==> config.mk <==
export PLATFORM = sky130hd
export DESIGN_NAME = block_scan_scheduler
export DESIGN_NICKNAME = d
export VERILOG_FILES = /design/src/rtl/game_pkg.sv /design/src/rtl/block_scan_scheduler.sv
export SDC_FILE = /design/constraint.sdc
export NUM_CORES = 1
export LEC_CHECK = 0
export ABC_CLOCK_PERIOD_IN_PS = 3000
export CAP_MARGIN = 30
export CORE_UTILIZATION = 53
export CTS_CLUSTER_DIAMETER = 80
export DETAILED_ROUTE_END_ITERATION = 12
export GPL_TIMING_DRIVEN = 0
export PLACE_DENSITY = 0.9
export SLEW_MARGIN = 10
export SYNTH_ARGS = -nofsm -noshare
export SYNTH_HDL_FRONTEND = slang
export SYNTH_SLANG_ARGS = --single-unit
==> constraint.sdc <==
create_clock -name clk_in -period 3 [get_ports clk_in]
set_input_delay 0.45 -clock clk_in [delete_from_list [all_inputs] [get_ports clk_in]]
set_output_delay 0.45 -clock clk_in [all_outputs]
set_load 0.01 [all_outputs]
==> src/rtl/game_pkg.sv <==
// Shared game-logic types: game state codes, block index width
// and the block scan scheduler state encoding.
package game_pkg;

    localparam int IDX_W = 8;

    typedef enum logic [1:0] {
        GS_MENU    = 2'd0,
        GS_PLAYING = 2'd1,
        GS_PAUSED  = 2'd2,
        GS_OVER    = 2'd3
    } game_state_t;

    typedef enum logic [2:0] {
        ST_IDLE   = 3'd0,
        ST_ISSUE  = 3'd1,
        ST_WAIT   = 3'd2,
        ST_COMMIT = 3'd3,
        ST_DONE   = 3'd4
    } sched_state_t;

endpackage

==> src/rtl/block_scan_scheduler.sv <==
// Per-frame block scan: walks block indices through the position
// lookup and compacts visible ones into the slot table.
module block_scan_scheduler
    import game_pkg::*;
#(
    parameter int NUM_BLOCKS  = 6,
    parameter int MAX_VISIBLE = 4,
    parameter int TIMEOUT     = 15
) (
    input  logic             clk_in,
    input  logic             rst_in,
    input  logic             new_frame_in,
    input  logic [1:0]       game_state_in,
    output logic [IDX_W-1:0] idx_out,
    output logic             idx_valid_out,
    input  logic             pos_ready_in,
    input  logic             pos_visible_in,
    output logic             slot_we_out,
    output logic [3:0]       slot_addr_out,
    output logic [IDX_W-1:0] slot_index_out,
    output logic [4:0]       visible_count_out,
    output logic             scan_busy_out,
    output logic             scan_done_out,
    output logic             overflow_out,
    output logic [7:0]       timeout_count_out,
    output logic             aborted_out
);

    localparam logic [IDX_W-1:0] LAST_IDX = IDX_W'(NUM_BLOCKS - 1);
    localparam logic [4:0]       MAX_VIS  = 5'(MAX_VISIBLE);
    localparam logic [7:0]       TO_LIM   = 8'(TIMEOUT);

    sched_state_t     state_q, state_d;
    logic [IDX_W-1:0] idx_q, idx_d;
    logic [4:0]       vcount_q, vcount_d;
    logic             ovf_q, ovf_d;
    logic [7:0]       wait_q, wait_d;
    logic [7:0]       tcount_q, tcount_d;
    logic             abort_q, abort_d;

    logic playing;
    logic advance;
    logic abort;

    assign playing = (game_state_in == GS_PLAYING);

    always_comb begin
        state_d  = state_q;
        idx_d    = idx_q;
        vcount_d = vcount_q;
        ovf_d    = ovf_q;
        wait_d   = wait_q;
        tcount_d = tcount_q;
        abort_d  = 1'b0;
        advance  = 1'b0;
        abort    = 1'b0;

        unique case (state_q)
            ST_IDLE: begin
                if (new_frame_in && playing) begin
                    state_d  = ST_ISSUE;
                    idx_d    = '0;
                    vcount_d = '0;
                    ovf_d    = 1'b0;
                end
            end
            ST_ISSUE: begin
                if (!playing) begin
                    abort = 1'b1;
                end else begin
                    wait_d  = '0;
                    state_d = ST_WAIT;
                end
            end
            ST_WAIT: begin
                if (!playing) begin
                    abort = 1'b1;
                end else begin
                    wait_d = wait_q + 8'd1;
                    if (pos_ready_in && pos_visible_in && (vcount_q < MAX_VIS)) begin
                        state_d = ST_COMMIT;
                    end else if (pos_ready_in && pos_visible_in) begin
                        ovf_d   = 1'b1;
                        advance = 1'b1;
                    end else if (pos_ready_in) begin
                        advance = 1'b1;
                    end else if (wait_d == TO_LIM) begin
                        if (tcount_q != 8'hFF) begin
                            tcount_d = tcount_q + 8'd1;
                        end
                        advance = 1'b1;
                    end
                end
            end
            ST_COMMIT: begin
                // The write on the outputs this cycle lands even when aborting
                vcount_d = vcount_q + 5'd1;
                if (!playing) begin
                    abort = 1'b1;
                end else begin
                    advance = 1'b1;
                end
            end
            ST_DONE: begin
                state_d = ST_IDLE;
            end
            default: begin
                state_d = ST_IDLE;
            end
        endcase

        if (advance) begin
            if (idx_q == LAST_IDX) begin
                state_d = ST_DONE;
            end else begin
                idx_d   = idx_q + 1'b1;
                state_d = ST_ISSUE;
            end
        end

        if (abort) begin
            state_d = ST_IDLE;
            abort_d = 1'b1;
        end
    end

    always_ff @(posedge clk_in) begin
        if (rst_in) begin
            state_q  <= ST_IDLE;
            idx_q    <= '0;
            vcount_q <= '0;
            ovf_q    <= 1'b0;
            wait_q   <= '0;
            tcount_q <= '0;
            abort_q  <= 1'b0;
        end else begin
            state_q  <= state_d;
            idx_q    <= idx_d;
            vcount_q <= vcount_d;
            ovf_q    <= ovf_d;
            wait_q   <= wait_d;
            tcount_q <= tcount_d;
            abort_q  <= abort_d;
        end
    end

    assign idx_out           = idx_q;
    assign idx_valid_out     = (state_q == ST_ISSUE);
    assign slot_we_out       = (state_q == ST_COMMIT);
    assign slot_addr_out     = vcount_q[3:0];
    assign slot_index_out    = idx_q;
    assign visible_count_out = vcount_q;
    assign scan_busy_out     = (state_q != ST_IDLE);
    assign scan_done_out     = (state_q == ST_DONE);
    assign overflow_out      = ovf_q;
    assign timeout_count_out = tcount_q;
    assign aborted_out       = abort_q;

endmodule

## Yosys cells after proc, flatten, opt, wreduce, memory -nomap -nowiden

Cells that the tools add are included.

| storage, ports and cells | value |
|---|---|
| logic and storage cells | 79 |
| register bits after elaboration | 34 |
| input bits | 7 |
| output and inout port bits | 39 |

| operators by class | value |
|---|---|
| mux-type cells | 31 |
| add/sub/neg operators | 4 |
| equality and inequality tests | 18 |
| reductions and logical operators | 15 |
| $lt $le $gt $ge | 1 |
| bitwise logic cells | 3 |

Operators by type and width:

| operator | number |
|---|---|
| 8-bit two-way mux | 6 |
| 8-bit by 1-bit adder with 8-bit output, second input constant | 3 |
| 3-bit two-way mux | 6 |
| 8-bit case mux with 2 select lines | 1 |
| 1-bit two-way mux | 13 |
| 3-bit case mux with 4 select lines | 1 |
| 5-bit case mux with 2 select lines | 1 |
| 5-bit AND reduction | 2 |
| 3-bit inequality test, second input constant | 3 |
| 8-bit by 3-bit == test with 1-bit output, second input constant | 1 |
| 8-bit by 4-bit == test with 1-bit output, second input constant | 1 |
| 2-bit inequality test, second input constant | 4 |
| 8-bit inequality test, second input constant | 1 |
| 7-bit AND reduction | 1 |
| 3-bit by 2-bit == test with 1-bit output, second input constant | 2 |
| 2-bit nonzero test | 3 |
| 5-bit by 1-bit adder with 5-bit output, second input constant | 1 |
| 5-bit by 3-bit < comparator with 1-bit output, second input constant | 1 |
| 5-bit two-way mux | 1 |
| 2-bit by 1-bit inequality test with 1-bit output, second input constant | 2 |
| 1-bit case mux with 2 select lines | 2 |
| 3-bit by 1-bit == test with 1-bit output, second input constant | 1 |
| 3-bit == test, second input constant | 1 |
| 1-bit logical AND | 3 |
| other kinds (9) | 11 |

## Logic depth before layout (Yosys ltp)

Gate-level depths: netlist of the first run.

| logic depth | value |
|---|---|
| depth in word-level cells | 10 |
| gate-level depth with buffers | 9 |
| depth with buffers taken out | 7 |

## Worst setup path after synthesis of the first run

Ideal clock, no wire load.

| timing path | value |
|---|---|
| path type | flip-flop to flip-flop |
| start point | reg vcount_q[2] (netlist: visible_count_out[2]) |
| end point | reg idx_q[0] (netlist: idx_out[0]) |
| required time | 2.871 ns |
| arrival time | 1.810 ns |
| clock period less this slack | 1.939 ns |
| stages on the path, launching flop included | 9 |
| slack | 1.061 ns |
| cells stage by stage | dfxtp_1 or3_4 o311a_1 o31a_1 and2_4 buf_6 buf_4 mux2i_1 nor2_1 |

| between the ends | value |
|---|---|
| longest elaborated chain between the ends | 6 |

RTL lines:

| item | RTL line | RTL |
|---|---|---|
| start, declared | block_scan_scheduler.sv:35 | `logic [4:0] vcount_q, vcount_d;` |
| start signal, assigned | block_scan_scheduler.sv:139 | `vcount_q <= vcount_d;` |
| 5-bit by 3-bit < comparator with 1-bit output | block_scan_scheduler.sv:80 | `if (pos_ready_in && pos_visible_in && (vcount_q < MAX_VIS)) begin` |
| 1-bit logical AND | block_scan_scheduler.sv:80 |  |
| 1-bit two-way mux | block_scan_scheduler.sv:80 |  |
| 1-bit two-way mux | block_scan_scheduler.sv:76 | `if (!playing) begin` |
| 1-bit case mux with 2 select lines | block_scan_scheduler.sv:58 | `unique case (state_q)` |
| 8-bit two-way mux | block_scan_scheduler.sv:112 | `if (advance) begin` |
| end signal, assigned | block_scan_scheduler.sv:138 | `idx_q <= idx_d;` |
| end, declared | block_scan_scheduler.sv:34 | `logic [IDX_W-1:0] idx_q, idx_d;` |

Every way passes these cells.
A chain may end at the register's enable or synchronous reset.

## Worst setup path after layout of the first run

| timing path | value |
|---|---|
| start point | reg state_q[0] |
| end point | out slot_we_out |

| between the ends | value |
|---|---|
| longest elaborated chain between the ends | 1 |

RTL lines:

| item | RTL line | RTL |
|---|---|---|
| start, declared | block_scan_scheduler.sv:33 | `sched_state_t state_q, state_d;` |
| start signal, assigned | block_scan_scheduler.sv:137 | `state_q <= state_d;` |
| 3-bit by 2-bit == test with 1-bit output | block_scan_scheduler.sv:149 | `assign slot_we_out = (state_q == ST_COMMIT);` |
| end, declared | block_scan_scheduler.sv:18 | `output logic slot_we_out,` |

Every way passes these cells.

==> results list, run 1 <==
- Result of the run: finished clean
- In this run the vertical extent of the chip is 62.12 um.
- Sequential area share after synthesis: 0.3553
- Num rows: 21
- Average wire per standard cell: 12.83 um
- Post-route ant nets: 0
- Worst Hold Launch: rst_in
- Dividing the final minimum period by the clock period gives 0.8631.
- Of the cells placed in the final design, the portion with a size suffix greater than 1 is 0.1077.
* Leading area contributor after synthesis: dfxtp_1
* 1st-pass router iterations: 4
- Post-Route WL: 4399 um
- FF+latch count, synth: 34
- Setup Total Neg Slack: 0 ns
* Horizontal extent of the die: 62.12 um
- Antenna violations before repair: 0
* Number of H-tree branching levels: 2
- Root Buffer: clkbuf_4
- Worst-case clock buffer depth: 2
* Global-route wire length before repair: 7555 um
- Setup violations remaining at the end of the flow were counted as 0.
- Final layout net count: 309
- Setup repair after global routing left no endpoint under its margin.
* Type of origin of the critical path: flip-flop
- 46 I/O pins were placed.
- Entering global routing, the biggest net connects 11 pins.
- Worst path setup slack after routing: 0.4106 ns
- Synthesized net count: 258
* Synth top area cells: dfxtp_1, nor2_1, nand2_1, buf_4, a21oi_1
- For this run, asynchronously set or reset flops after synthesis account for 0.
- Cell chain of the critical path: clkbuf_1, nand3b_1, inv_1, clkdlybuf4s50_1
- Clock net sink count: 34
- Ys flop type: dfxtp_1
- Buf/Inv on CP: 3
- In the global route stage, overall resource usage came out at 0.2427.
- Critical setup path kind: flip-flop to output port
- Routability-driven placement finished with a final weighted congestion of 0.8954.
- Number of post-CTS setup repair buffers: 0
* Data arrival time of the critical path: 2.14 ns
- Half-perimeter wire length of the detailed placement result: 3158 um
* Post-synth EDFFs: 0
- Data required, critical path: 2.55 ns
- The core region is 3390 um2.
- Family with the most delay on the worst path: buffers and inverters
- Port Buffer Count: 44
* Cell type of the slowest stage on the worst timing path: clkdlybuf4s50_1
- Clock skew on the completed layout was measured at 0.01450 ns.
- The final count of hold timing violations is 0.
- The total overflow left after global routing is 0.
* Worst IR Drop VDD: 0.2440 mV
- Crit end category: output port
* Top cell type's share of synthesized area: 0.3553
* Clock insertion delay at the later pin of the skew report: 0.35 ns
* Area Overhead vs Synth: 29.13%
* Instance count of the mapped netlist: 245
- In this run the tightest slew margin relative to its limit is 0.4220.
* Min cycle time layout: 2.589 ns
- Using the TritonRoute via totals, the vias-per-cell ratio works out to 5.659.
* Cts-stage hold buffer count: 0
* Vias in the first global route: 1697
- The repair_antennas step left the layout with diodes totalling 0.
- Before CTS, the worst setup slack after placement is 0.2100 ns.
* Slowest cell delay on critical path: 0.56 ns
- Launching element of the worst setup path: state_q[0]
* Number of distinct library cells after synthesis: 44
- In the post-synthesis netlist, the cell with the most instances is dfxtp_1.
* Measured slew at the worst slew-check pin: 0.8603 ns
- Die outline area: 3859 um2
* Number of vias in the routed layout: 1941
- Total power density per cell area: 316.5 nW/um2
* Worst hold slack after final layout: 0.4747 ns
- Ranking of synthesized cells by instance count: dfxtp_1, nor2_1, nand2_1
- Maximum Capacitance Violations: 0
* Reg-to-reg startpoint: state_q[2]
* Crit Path Max Fanout: 10
- The number of clock buffers added by TritonCTS is 5.
- For this block, the initial DRC count from the detailed router was 158.
- Clock-pin slew was measured on the worst setup and hold paths at 0.12 ns.
- Yosys Warn Count: 0
* Max Slew Vio Count: 0
- TritonCTS built the clock tree.
- Post-synth design cell area: 1916 um2
- For this run, design rule violations remaining after detail routing come to 0.
- Quantity of gates resized following cts: 0
- The path class of the tightest hold or removal check is input pin to flip-flop.
* FMAX: 386.2 MHz
* Initial Utilization: 0.5652
- Each instance of the synthesized netlist takes up on average 7.819 um2.
- Leakage dissipation: 0.9019 nW
-- worst paths after layout --
check / depth (start not counted) / to / slack [ns]
worst max register to register: 6 / timeout_count_out[7] / 0.77
worst max-delay path: 4 / slot_we_out / 0.41
worst min register to register: 1 / wait_q[7] / 0.51
worst min-delay path: 2 / aborted_out / 0.47
-- layout by cell type (no fill, tap or decap), drive strengths merged, types with 3 or more instances in the layout --
cell / n
or3: 3
nor2: 34
nor3: 6
nand3: 15
nand2b: 4
dfxtp: 34
o21ai: 8
clkbuf: 13
ha: 6
a311oi: 4
nand3b: 3
nand4: 6
a21oi: 17
nand2: 30
a31oi: 4
and2: 4
or2: 4
and3: 6
inv: 5
clkdlybuf4s50: 44
xor2: 8
buf: 15
-- power by group --
part / total [mW] / internal [mW] / switching [mW]
Clock: 0.276 / 0.114 / 0.162
Combinational: 0.0533 / 0.0208 / 0.0325
Sequential: 0.454 / 0.453 / 0.000970
-- worst reg2reg max path, delay by kind of cell, from the launching register on --
kind                      cells  cell delay, ns
AOI/OAI and AO/OA             1            0.24
DFF                           1            0.34
and+or+nand+nor               4            1.36
xor gates and xnor gates      1            0.17
-- cell families (layout without fill, tap and decap cells) --
| logic type | Yosys count | after routing | share of synthesized area |
|---|---|---|---|
| and+or+nand+nor | 122 | 122 | 0.3155 |
| AOI/OAI and AO/OA | 44 | 44 | 0.1444 |
| DFF | 34 | 34 | 0.3553 |
| buffers and inverters | 26 | 78 | 0.08034 |
| xor gates and xnor gates | 9 | 9 | 0.04115 |
| adders and majority gates | 6 | 6 | 0.03919 |
| muxes | 4 | 4 | 0.02416 |
-- stage by stage --
stage / cell area [um2] / total power, mW / util / cells
final: 2474 / 0.7829 / 0.7298 / 343
after global placement: 2414 / 0.5156 / 0.7121 / 335
after CTS: 2474 / 0.7829 / 0.7298 / 343
after detailed placement: 2414 / 0.5167 / 0.7121 / 335
after floorplan: 1916 / 0.4938 / - / 245
after global routing: 2474 / 0.8151 / 0.7298 / 343
-- state kept, by name, summed over array words and instances, names as in the netlist --
| register | cells |
|---|---|
| aborted_out | 1 |
| idx_out | 8 |
| overflow_out | 1 |
| state_q | 3 |
| timeout_count_out | 8 |
| visible_count_out | 5 |
| wait_q | 8 |
-- area by class of cell --
type	instances	area [um2]
Timing Repair Buffer	44	440.4
Clock inverter	1	5.005
Fill cell	242	915.9
Clock buffer	7	55.05
Sequential cell	34	680.7
Tap cell	46	57.56
Multi-Input combinational cell	185	1081
Buffer	21	135.1
Inverter	5	18.77
-- layer usage --
metal,GRT usage,vias to the layer above,wire [um]
li1,-,956,-
met1,0.2935,903,1921
met2,0.4121,73,2128
met3,0.05515,9,289
met4,0.1017,0,60
met5,0,-,0
Note: power is estimated with default switching activity, not from simulation.
==> run 2, diff against run 1 <==
Settings changed: CORE_MARGIN set to 4.
==> results list, run 2 (synthesis gave the netlist of run 1 again) <==
- Result of the run: finished clean
* Hold Violations, Final: 0 (unchanged)
- Maximum number of pins on one net before global-route repair: 11 (unchanged)
- The final routed DRC violation total came to 0 (unchanged).
- In the layout the commonest cells are clkdlybuf4s50_1, dfxtp_1, nor2_1.
- Final layout net count: 309 (unchanged)
* Port Buffer Count: 44 (unchanged)
- The number of violations reported at the end of detailed-routing iteration 0 came to 123 (-22%).
- The leakage power summed over all cells was 0.9019 nW (unchanged).
* Overall overflow remaining after global route: 0 (unchanged)
* Crit end category: output port
- Setup repair after global routing left no endpoint under its margin.
- The critical path is of the flip-flop to output port type.
* Cts-stage hold buffer count: 0 (unchanged)
- Final period util: 0.8737 (+0.01059)
- The register clock-pin slew on the reported worst setup and hold paths was 0.11 ns (about the same).
- Max Slew Vio Count: 0 (unchanged)
- In this run the critical register-to-register path is launched from state_q[2].
- Total I/O pin count: 46 (unchanged)
- The weighted congestion at the end of routability-driven global placement was 0.8350 (-6.7%).
- Horizontal extent of the die: 68.12 um (+9.7%)
- The number of placement rows is 21 (unchanged).
- Final clock skew: 0.01001 ns (-0.004494 ns)
- The number of nets with antenna violations after detailed routing came to 0 (unchanged).
- The critical path arrival is 2.17 ns (+0.03 ns).
- The area enclosed by the die boundary is 4640 um2 (+20%).
* Post-Route WL: 4346 um (-1.2%)
- In this run the clock root is driven by a clkbuf_4.
- The maximum level of the CTS H-tree came to 2 (unchanged).
- Setup violators final: 0 (unchanged)
* Area Overhead vs Synth: 29.13% (unchanged)
- Measured slew at the worst slew-check pin: 0.8401 ns (-0.02018 ns)
- The share of cells above drive strength 1 is 0.1077 (unchanged).
- Worst Hold Launch: rst_in
* Global-route wire length before repair: 7231 um (-4.3%)
* Core area: 3416 um2 (+0.78%)
- In this run the critical register-to-register path is captured at idx_out[6].
* Worst hold path depth: 2 (unchanged)
* FMAX: 381.5 MHz (-1.2%)
* Reg2Reg Setup Slack: 0.82 ns (+0.05 ns)
- The global-route total usage across every layer came to 0.2026 (-0.04009).
- The biggest cell delay along the critical path was 0.57 ns (about the same).
* Half-perimeter wire length of the detailed placement result: 3213 um (+1.7%)
- Remaining max-slew budget at the tightest pin: 0.4356 (+0.01355)
- Among all stages on the critical path, the largest delay is contributed by clkdlybuf4s50_1.
- The buffer count from post-CTS setup fixing came to 0 (unchanged).
- Cell chain of the critical path: clkbuf_1, nand3b_1, inv_1, clkdlybuf4s50_1
* 1st-pass router iterations: 4 (unchanged)
- The library cell used most frequently in the layout, excluding fill and tap cells, is clkdlybuf4s50_1.
- CTS tree: done
- Clock insertion delay at the later pin of the skew report: 0.34 ns (about the same)
- The worst setup path is launched from a flip-flop.
- CTS Buf Count: 5 (unchanged)
- The biggest fanout along the worst timing path was 10 (unchanged).
- The number of sinks handled by clock tree synthesis was 34 (unchanged).
* Setup Total Neg Slack: 0 ns (unchanged)
- Worst IR Drop VDD: 0.2329 mV (-4.5%)
* Data required, critical path: 2.55 ns (about the same)
- The count of inserted antenna diode cells came to 0 (unchanged).
* Buf/Inv on CP: 3 (unchanged)
- Family with the most delay on the worst path: buffers and inverters
* Worst-case clock buffer depth: 2 (unchanged)
- The final critical-path setup slack is 0.3789 ns (-0.03177 ns).
- The share of the core filled with cells in the final layout was 0.7242 (-0.005614).
- Number of vias in the routed layout: 1900 (-2.1%)
- The overall power after layout is 774.8 uW (-1.0%).
- The placement-stage worst setup slack came to 0.2063 ns (-0.003661 ns).
- Vias in the first global route: 1628 (-4.1%)
- The mean number of vias per cell came to 5.539 (-2.1%).
- The starting density of the core was 0.5608 (-0.004347).
* Maximum Capacitance Violations: 0 (unchanged)
* Min cycle time layout: 2.621 ns (+0.03177 ns)
* Class of the tightest hold or removal check: input pin to flip-flop
* Average wire per standard cell: 12.67 um (-1.2%)
* DIE HEIGHT: 68.12 um (+9.7%)
* Worst hold slack after final layout: 0.4738 ns (-0.0009280 ns)
- Worst hold path endpoint: state_q[1]
* Antenna violations before repair: 0 (unchanged)
* Reg2reg path depth: 8 (+2)
- Total power density per cell area: 313.2 nW/um2 (-1.0%)
- The number of resized instances in the post-cts repair step was 0 (unchanged).
run 2: power breakdown:
| group | total [mW] | switching, mW | leakage, nW | internal (mW) |
|---|---|---|---|---|
| logic | 0.0535 | 0.0328 | 0.593 | 0.0208 |
| registers | 0.454 | 0.00106 | 0.274 | 0.453 |
| clock network | 0.267 | 0.154 | 0.0353 | 0.114 |
| total | 0.775 | 0.188 | 0.902 | 0.587 |
run 2: metal layers:
metal  up-vias  routed length [um]  GRT usage
met5         -                   0          0
met4         0                  61    0.04963
met3        15                 227    0.05419
met2        59                2099     0.3357
met1       872                1957     0.2606
li1        954                   -          -
run 2: worst max-delay path by stage:
stage | startpoint | endpoint | slack [ns] | depth (start not counted)
floorplan | visible_count_out[2] | idx_out[0] | 1.06 | 8
global placement | game_state_in[0] | timeout_count_out[7] | 0.30 | 7
detailed placement | game_state_in[0] | idx_out[6] | 0.21 | 9
CTS | state_q[0] | slot_we_out | 0.43 | 4
global route | state_q[0] | slot_we_out | 0.27 | 4
finish | state_q[0] | slot_we_out | 0.38 | 4
run 2: area by class of cell:
type,instances,area (um2)
multi-input cells,185,1081
clock buffers,7,55.05
fillers,283,942.2
well taps,46,57.56
flip-flops and latches,34,680.7
clock inverters,1,5.005
plain buffers,21,135.1
repair buffers,44,440.4
inverters,5,18.77
run 2: stage by stage:
step	instances	instance area [um2]
after global routing	343	2474
after detailed placement	335	2414
after global placement	335	2414
after floorplan	245	1916
after CTS	343	2474
final	343	2474
